--- src/rtl/cpu_pkg.sv ---
// Shared types, opcode constants and the ALU function for the multi-cycle RV32I core.
package cpu_pkg;

   localparam int INSTR_W = 32;

   typedef enum logic [2:0] {
      FETCH = 3'd0,
      WAIT  = 3'd1,
      EXEC  = 3'd2,
      WB    = 3'd3,
      HALT  = 3'd4
   } state_t;

   localparam logic [6:0] OP_IMM = 7'b0010011;
   localparam logic [6:0] OP     = 7'b0110011;
   localparam logic [6:0] SYSTEM = 7'b1110011;

   // alt selects SUB over ADD and SRA over SRL
   function automatic logic [31:0] alu_f(input logic [2:0] f3, input logic alt,
                                         input logic [31:0] a, input logic [31:0] b);
      case (f3)
         3'b000:  alu_f = alt ? (a - b) : (a + b);
         3'b001:  alu_f = a << b[4:0];
         3'b010:  alu_f = {31'd0, ($signed(a) < $signed(b))};
         3'b011:  alu_f = {31'd0, (a < b)};
         3'b100:  alu_f = a ^ b;
         3'b101:  alu_f = alt ? $unsigned($signed(a) >>> b[4:0]) : (a >> b[4:0]);
         3'b110:  alu_f = a | b;
         3'b111:  alu_f = a & b;
         default: alu_f = 32'd0;
      endcase
   endfunction

endpackage

--- src/rtl/cpu_mc_ctrl.sv ---
// Sequencer for the multi-cycle core: FSM, fetch timeout counter and sticky
// illegal/fault flags. imem_req and halted are registered from the next state.
module cpu_mc_ctrl
   import cpu_pkg::*;
#(
   parameter int TIMEOUT = 0
) (
   input  logic       clk,
   input  logic       reset,
   input  logic       imem_gnt,
   input  logic       imem_rvalid,
   input  logic       halt_req,
   input  logic [6:0] opcode,
   output state_t     state,
   output logic       imem_req,
   output logic       halted,
   output logic       illegal,
   output logic       fault
);

   localparam logic [31:0] TO_LAST = 32'(TIMEOUT - 1);

   state_t      state_r;
   state_t      next_s;
   logic        imem_req_r;
   logic        halted_r;
   logic        illegal_r;
   logic        fault_r;
   logic        illegal_set_s;
   logic        fault_set_s;
   logic [31:0] to_cnt_r;

   // Next-state and flag-set decode
   always_comb begin
      next_s        = state_r;
      illegal_set_s = 1'b0;
      fault_set_s   = 1'b0;
      case (state_r)
         FETCH: begin
            // a grant only counts while our request is actually raised
            if (imem_req_r && imem_gnt) next_s = WAIT;
            else                        next_s = FETCH;
         end
         WAIT: begin
            if (imem_rvalid) begin
               next_s = EXEC;
            end else if ((TIMEOUT != 0) && (to_cnt_r == TO_LAST)) begin
               fault_set_s = 1'b1;
               next_s      = HALT;
            end else begin
               next_s = WAIT;
            end
         end
         EXEC: begin
            if ((opcode == OP_IMM) || (opcode == OP)) begin
               next_s = WB;
            end else if (opcode == SYSTEM) begin
               next_s = HALT;
            end else begin
               illegal_set_s = 1'b1;
               next_s        = HALT;
            end
         end
         WB: begin
            if (halt_req) next_s = HALT;
            else          next_s = FETCH;
         end
         HALT: begin
            if (!illegal_r && !fault_r && !halt_req) next_s = FETCH;
            else                                     next_s = HALT;
         end
         default: next_s = FETCH;
      endcase
   end

   // State, registered outputs, sticky flags and WAIT-cycle counter
   always_ff @(posedge clk or negedge reset) begin
      if (!reset) begin
         state_r    <= FETCH;
         imem_req_r <= 1'b0;
         halted_r   <= 1'b0;
         illegal_r  <= 1'b0;
         fault_r    <= 1'b0;
         to_cnt_r   <= 32'd0;
      end else begin
         state_r    <= next_s;
         imem_req_r <= (next_s == FETCH);
         halted_r   <= (next_s == HALT);
         illegal_r  <= illegal_r | illegal_set_s;
         fault_r    <= fault_r | fault_set_s;
         if ((state_r == WAIT) && !imem_rvalid) to_cnt_r <= to_cnt_r + 32'd1;
         else                                   to_cnt_r <= 32'd0;
      end
   end

   assign state    = state_r;
   assign imem_req = imem_req_r;
   assign halted   = halted_r;
   assign illegal  = illegal_r;
   assign fault    = fault_r;

endmodule

--- src/rtl/cpu_mc.sv ---
// Multi-cycle RV32I core top: datapath registers, decode, ALU, immediate mux
// and register file, sequenced by cpu_mc_ctrl.
module cpu_mc
   import cpu_pkg::*;
#(
   parameter logic [31:0] RESET_PC = 32'h0000_0000,
   parameter int          CNT_W    = 32,
   parameter int          TIMEOUT  = 0
) (
   input  logic               clk,
   input  logic               reset,
   output logic               imem_req,
   output logic [31:0]        imem_addr,
   input  logic               imem_gnt,
   input  logic               imem_rvalid,
   input  logic [INSTR_W-1:0] imem_rdata,
   input  logic               halt_req,
   output logic               halted,
   output logic               illegal,
   output logic               fault,
   output logic [CNT_W-1:0]   instret,
   output logic [31:0]        dbg_pc
);

   state_t             state_s;
   logic [31:0]        pc_r;
   logic [INSTR_W-1:0] ir_r;
   logic [31:0]        wb_q_r;
   logic [CNT_W-1:0]   instret_r;
   logic [31:0]        rf_r [0:31];
   logic               rf_rst_s;

   logic [6:0]  opcode_s;
   logic [4:0]  rd_s;
   logic [4:0]  rs1_s;
   logic [4:0]  rs2_s;
   logic [2:0]  f3_s;
   logic [31:0] imm_s;
   logic        imm_enable_s;
   logic        w_enable_s;
   logic        alt_s;
   logic [31:0] op_b_s;
   logic [31:0] alu_s;

   cpu_mc_ctrl #(.TIMEOUT(TIMEOUT)) u_ctrl (
      .clk         (clk),
      .reset       (reset),
      .imem_gnt    (imem_gnt),
      .imem_rvalid (imem_rvalid),
      .halt_req    (halt_req),
      .opcode      (opcode_s),
      .state       (state_s),
      .imem_req    (imem_req),
      .halted      (halted),
      .illegal     (illegal),
      .fault       (fault)
   );

   assign opcode_s     = ir_r[6:0];
   assign rd_s         = ir_r[11:7];
   assign f3_s         = ir_r[14:12];
   assign rs1_s        = ir_r[19:15];
   assign rs2_s        = ir_r[24:20];
   assign imm_s        = {{20{ir_r[31]}}, ir_r[31:20]};
   assign imm_enable_s = (opcode_s == OP_IMM);
   assign w_enable_s   = (opcode_s == OP_IMM) || (opcode_s == OP);
   // bit 30 is an immediate bit for OP-IMM except on the shift-right encoding
   assign alt_s        = ir_r[30] & ((opcode_s == OP) | (f3_s == 3'b101));
   assign op_b_s       = imm_enable_s ? imm_s : rf_r[rs2_s];
   assign alu_s        = alu_f(f3_s, alt_s, rf_r[rs1_s], op_b_s);

   // PC, instruction, write-back and retire-count registers
   always_ff @(posedge clk or negedge reset) begin
      if (!reset) begin
         pc_r      <= RESET_PC;
         ir_r      <= {INSTR_W{1'b0}};
         wb_q_r    <= 32'd0;
         instret_r <= {CNT_W{1'b0}};
      end else begin
         if ((state_s == WAIT) && imem_rvalid) ir_r <= imem_rdata;
         if (state_s == EXEC) wb_q_r <= alu_s;
         if (state_s == WB) begin
            pc_r      <= pc_r + 32'd4;
            instret_r <= instret_r + {{(CNT_W-1){1'b0}}, 1'b1};
         end
      end
   end

   assign rf_rst_s = ~reset;

   // Register file; x0 is never written so it reads as zero
   always_ff @(posedge clk or posedge rf_rst_s) begin
      if (rf_rst_s) begin
         for (int i = 0; i < 32; i++) rf_r[i] <= 32'd0;
      end else if ((state_s == WB) && w_enable_s && (rd_s != 5'd0)) begin
         rf_r[rd_s] <= wb_q_r;
      end
   end

   assign imem_addr = pc_r;
   assign dbg_pc    = pc_r;
   assign instret   = instret_r;

endmodule

--- config.mk ---
export PLATFORM = sky130hd
export DESIGN_NAME = cpu_mc
export DESIGN_NICKNAME = d
export VERILOG_FILES = /design/src/rtl/cpu_pkg.sv /design/src/rtl/cpu_mc_ctrl.sv /design/src/rtl/cpu_mc.sv
export SDC_FILE = /design/constraint.sdc
export NUM_CORES = 1
export LEC_CHECK = 0
export ABC_AREA = 1
export BUFFER_PORTS_ARGS = -buffer_cell sky130_fd_sc_hd__buf_4
export CAP_MARGIN = 40
export CORE_MARGIN = 8
export CORE_UTILIZATION = 46
export DETAILED_ROUTE_END_ITERATION = 10
export PLACE_DENSITY = 0.76
export SLEW_MARGIN = 20
export SYNTH_ARGS = -nofsm -noshare
export SYNTH_HDL_FRONTEND = slang
export SYNTH_HIERARCHICAL = 1
export SYNTH_SLANG_ARGS = --single-unit
--- constraint.sdc ---
create_clock -name clk -period 1.46 [get_ports clk]
set_clock_uncertainty 0.15 [all_clocks]
set_input_delay 0 -clock clk [delete_from_list [all_inputs] [get_ports clk]]
set_output_delay 0 -clock clk [all_outputs]
set_load 0.02 [all_outputs]
Word-level counts from Yosys, hierarchy flattened --
Cells that the tools add are included.
Word-level totals: input bits 37, register bits 77, output and inout bits 100, word-level logic and storage cells 35
Operators by class: mux-type cells 9, bitwise logic cells 1, equality and inequality tests 8, reductions and logical operators 8, $add $sub $neg 2
Operator list (number):
- 32-bit by 1-bit adder with 32-bit output, second input constant | 1
- 32-bit by 3-bit adder with 32-bit output, second input constant | 1
- 3-bit case mux with 5 select lines | 1
- 3-bit 2-to-1 mux | 3
- 7-bit by 5-bit == test with 1-bit output, second input constant | 1
- 7-bit by 6-bit == test with 1-bit output, second input constant | 1
- 7-bit == test, second input constant | 1
- 3-bit by 2-bit == test with 1-bit output, second input constant | 2
- 3-bit == test, second input constant | 2
- 3-bit logical NOT | 2
- 1-bit 2-to-1 mux | 4
- 3-bit by 1-bit == test with 1-bit output, second input constant | 1
- 1-bit logical AND | 3
- 1-bit logical NOT | 2
- 2-bit 2-to-1 mux | 1
- 1-bit logical OR | 1
- 1-bit bitwise OR | 1

Longest topological paths before layout --
word-level depth 5, depth in mapped cells 9, mapped depth without buffers 9

Modules after synthesis --
Netlist, hierarchy kept.
Modules (own cells, without submodules):
- cpu_mc | area an instance 3856.2 um2, cells an instance 441, instances 1, seq. area each 1726.7 um2
- cpu_mc_ctrl | area an instance 369.1 um2, cells an instance 47, instances 1, seq. area each 150.1 um2

Least setup slack after synthesis --
No wires, ideal clock.
path kind register -> register, start point register pc_r[2], in the netlist dbg_pc[2], end point register pc_r[22], in the netlist dbg_pc[22], stages on the path, launching flop included 9, arrival time 1.468 ns, slack -0.290 ns, clock period less this slack 1.750 ns, required time 1.179 ns, cell sequence dfrtp_1 ha_1 inv_1 nor2_2 nand3_4 nor2_4 buf_6 nand2_2 xnor2_2
On the way: cells in the longest elaborated chain, start to end 1
Ends and longest elaborated chain:
- start: declaration | RTL line cpu_mc.sv:26 | logic [31:0] pc_r;
- start signal: assignment | RTL line cpu_mc.sv:83 | pc_r <= pc_r + 32'd4;
- 32-bit by 3-bit adder with 32-bit output | RTL line cpu_mc.sv:83
No other way between the ends. A chain may end at the register's enable or synchronous reset.

Worst setup path in the final report --
start point register u_ctrl.state_r[0], in the netlist u_ctrl/state[0], end point register instret_r[25], in the netlist instret[25]
On the way: cells in the longest elaborated chain, start to end 1
Ends and longest elaborated chain:
- start: declaration | RTL line cpu_mc_ctrl.sv:23 | state_t state_r;
- start signal: assignment | RTL line cpu_mc_ctrl.sv:86 | state_r <= next_s;
- 3-bit by 2-bit == test with 1-bit output | RTL line cpu_mc.sv:82 | if (state_s == WB) begin
- end signal: assignment | RTL line cpu_mc.sv:78 | instret_r <= {CNT_W{1'b0}};
- end signal: assignment | RTL line cpu_mc.sv:84 | instret_r <= instret_r + {{(CNT_W-1){1'b0}}, 1'b1};
- end: declaration | RTL line cpu_mc.sv:29 | logic [CNT_W-1:0] instret_r;
No other way between the ends.

==> key figures <==
Synth
  • Main synth FF type: dfrtp_1
  • Cell with the most instances after synthesis: nand2_1
  • Seq/Total Area, Yosys: around 44%
  • Synth area leader: dfrtp_1
  • Register bit total from synthesis: 75
  • Post-synth ARST share: 100.0%
  • Syn Inst Count: 488
  • Syn. warnings: 6
  • Syn_area_per_cell: 8.658 um2
  • Post-synth EDFFs: 0
  • Top-area cell type share of the netlist area: approximately 44%
  • Mapped Area: approximately 4200 um2
  • Post-synth top cells: nand2_1, dfrtp_1, inv_1, nor2_1, buf_4
  • Synth area leaders: dfrtp_1, nand2_1, buf_4
  • Netlist cell types: 28

Cells and area
  • Area grow syn2layout: 54.10%
  • ANT cells: 0
  • Multi-input logic area: 2238 um2
  • Share of layout cells above drive strength 1: approximately 54%
  • Final Util: 71.83%
  • FILL cells: ~650
  • Sequential cell area: between 1500 and 2000 um2
  • Design area: approximately 6500 um2
  • NumNets Final: about 720

Job
  • Max Cap Violations: 0

Global routing
  • Initial antenna violation count: 0
  • Total GRT Usage: about 18%
  • First-pass GRT wire length: a little under 20000 um
  • Grt ovf: 0
  • Vias in the first global route: around 4000
  • Largest net degree at the start of global routing: 50

Route
  • Wire length on met1: 4654 um
  • Vias: ~4000
  • Drt initial violations: ~200
  • Drc violations: 0
  • Post-route antenna net violation count: 0
  • Final WL: approximately 12000 um
  • Max layer used: met4
  • Drt pass-1 iters: 4
  • Routed len/inst: roughly 15 um
  • Met2 WL: about 6400 um
  • Avg Vias per Cell: 5.015
  • Routed wl met3: roughly 920 um

Worst setup path
  • Bufs and invs on worst path: 3
  • CP max FO: 5
  • CP Capture Type: flop
  • Crit path launch type: flop
  • Slowest stage cell, crit path: dfrtp_1
  • Critical path class: flop to flop
  • WP data arrival: around 1700 ps
  • CP delay by family, top: simple AND/OR/NAND/NOR gates
  • Max stage delay on crit path: between 300 and 400 ps
  • Worst-path cell chain: nand2_2 > nor2_8 > buf_12 > nand3_4 > buf_4 > nor2_4 > nand4_1 > nand2_1 > inv_1
  • Req. time, crit path: 1550 ps
  • Worst R2R Setup Slack: -190 ps

Power and ir drop
  • Clk pwr share: 30.2%
  • Power per cell area: ~920 nW/um2
  • Sw power: between 1.5 and 2 mW
  • Final Power: roughly 6 mW
  • Gate power share: between 20 and 30%
  • Pleak: roughly 3.4 nW
  • VDD IR max: 0.9739 mV
  • Reg power frac: a little over two fifths
  • Net Sw Frac: about 31%
  • P_int: ~4.1 mW

STA
  • Final min period: approximately 1600 ps
  • Setup WS post-layout: -188.1 ps
  • Fmax: ~600 MHz
  • Slew Limit Fails: 0
  • Final worst-path cycle share: 112.9%
  • RSZ-0062 raised after global routing: true
  • Setup-failing EPs final: 51
  • Final hold viol count: 0
  • Total negative setup slack: -2970 ps

Clock tree
  • CTS tree: yes
  • Clock Latency Late Sink: approximately 340 ps
  • Clk sinks: between 70 and 80
  • Clock tree buffer depth: 2
  • H-Tree Depth: 3
  • CTS root buf: clkbuf_8
  • TritonCTS buffer count: 9
  • Clk slew on worst S/H paths: about 80 ps

Floorplan
  • Die span in x: between 100 and 150 um
  • IO Pins: roughly 140
  • Die footprint: roughly 13000 um2
  • Initial Utilization: 46.61%
  • Die height: 111.8 um
  • Core area: just over 9000 um2
  • Row cnt: 35

Placed design
  • DP Area: 5707 um2
  • PortBufs: between 100 and 150
  • Gpl congestion: roughly 0.9
  • Dpl hpwl: between 8000 and 9000 um

Run status
  • Failing checks: setup timing
  • Run status: finished with violations

Min path
  • HP Class: input port to async pin
==> area by class of cell <==
type | count | area share, %
Inverter | 55 | 3.286
Clock buffer | 10 | 2.114
Multi-Input combinational cell | 323 | 34.38
Sequential cell | 75 | 29.48
Tap cell | 111 | 2.133
Timing Repair Buffer | 219 | 27.25
Clock inverter | 6 | 1.364
==> cell usage in the layout, fill, tap and decap left out, types with 4 or more instances in the layout <==
cell,Yosys,layout
nand3_4,3,5
nor2_4,6,26
nor3_4,1,5
nor2_1,38,18
nand3_2,3,11
dfrtp_2,0,34
nand2_4,0,8
nand4_1,22,22
nand2_1,124,110
conb_1,2,5
nor3_2,4,5
xnor2_2,4,5
inv_2,5,6
dlygate4sd3_1,0,12
mux2_2,7,6
nand3b_1,4,4
buf_4,35,193
inv_1,50,47
clkbuf_8,0,10
xnor2_1,16,15
nand3_1,26,16
nor2_2,12,12
nor3_1,10,5
buf_6,3,8
xor2_1,21,21
dfrtp_1,75,41
buf_12,0,5
nand2_2,10,16
==> metrics by stage <==
stage               setup WS, ps  hold WS [ps]  std cells
global route              -279.2         63.74        799
finish                    -188.1         34.17        799
floorplan                 -119.7        -445.6        491
global placement          -73.74        -345.8        757
detailed placement        -121.3        -347.5        757
CTS                       -118.6         44.82        789
==> tightest hold or removal path, delay by kind of cell <==
family   cells  cell delay (ps)
buf+inv      3              910
==> layer usage <==
layer | global-route usage (%) | vias to the layer above
met2 | 32.27 | 150
li1 | - | 1887
met4 | 5.196 | 0
met3 | 5.141 | 22
met5 | 0 | -
met1 | 21.59 | 1948
==> power by group through the flow <==
stage | Combinational, mW | Sequential (mW) | Clock [mW]
after floorplan | 0.705 | 2.70 | 0
after global placement | 1.37 | 2.55 | 0
after detailed placement | 1.43 | 2.56 | 0
after CTS | 1.54 | 2.52 | 1.85
after global routing | 1.80 | 2.56 | 1.94
final | 1.66 | 2.53 | 1.81
==> worst paths after layout <==
path / startpoint / cells after the start / end
worst max-delay path: u_ctrl/state[0]$_DFF_PN0_ / 9 / instret[25]$_DFFE_PN0N_
worst min-delay path: reset / 3 / instret[2]$_DFFE_PN0N_
worst max register to register: u_ctrl/state[0]$_DFF_PN0_ / 9 / instret[25]$_DFFE_PN0N_
worst min register to register: u_ctrl/illegal$_DFF_PN0_ / 2 / u_ctrl/illegal$_DFF_PN0_
max in group asynchronous: reset / 3 / dbg_pc[10]$_DFFE_PN0N_
min in group clk: imem_rdata[1] / 3 / ir_r[1]$_DFFE_PN0P_
==> state kept, by name, indices dropped and copies added (netlist names) <==
| signal | flops |
|---|---|
| dbg_pc | 30 |
| instret | 32 |
| ir_r | 7 |
| u_ctrl/halted | 1 |
| u_ctrl/illegal | 1 |
| u_ctrl/imem_req | 1 |
| u_ctrl/state | 3 |
==> logic make-up (layout without fill, tap and decap cells) <==
family | Yosys count | count (layout) | share of synthesized area (%)
simple gates | 266 | 266 | 31.60
xor+xnor | 41 | 41 | 9.209
fa+ha+maj | 2 | 2 | 0.5921
compound gates | 2 | 2 | 0.2367
buf+inv | 93 | 290 | 11.90
flops | 75 | 75 | 44.42
mux | 7 | 7 | 1.866
other cells | 2 | 5 | 0.1777
==> timing repair <==
item,CTS,global route
pin swaps,14,44
hold buffers,12,0
setup buffers,4,12
gates resized for setup,28,60
setup endpoints to repair,51,57
endpoints found under the hold margin,87,0
No activity file was read; power rests on OpenSTA's default activity.
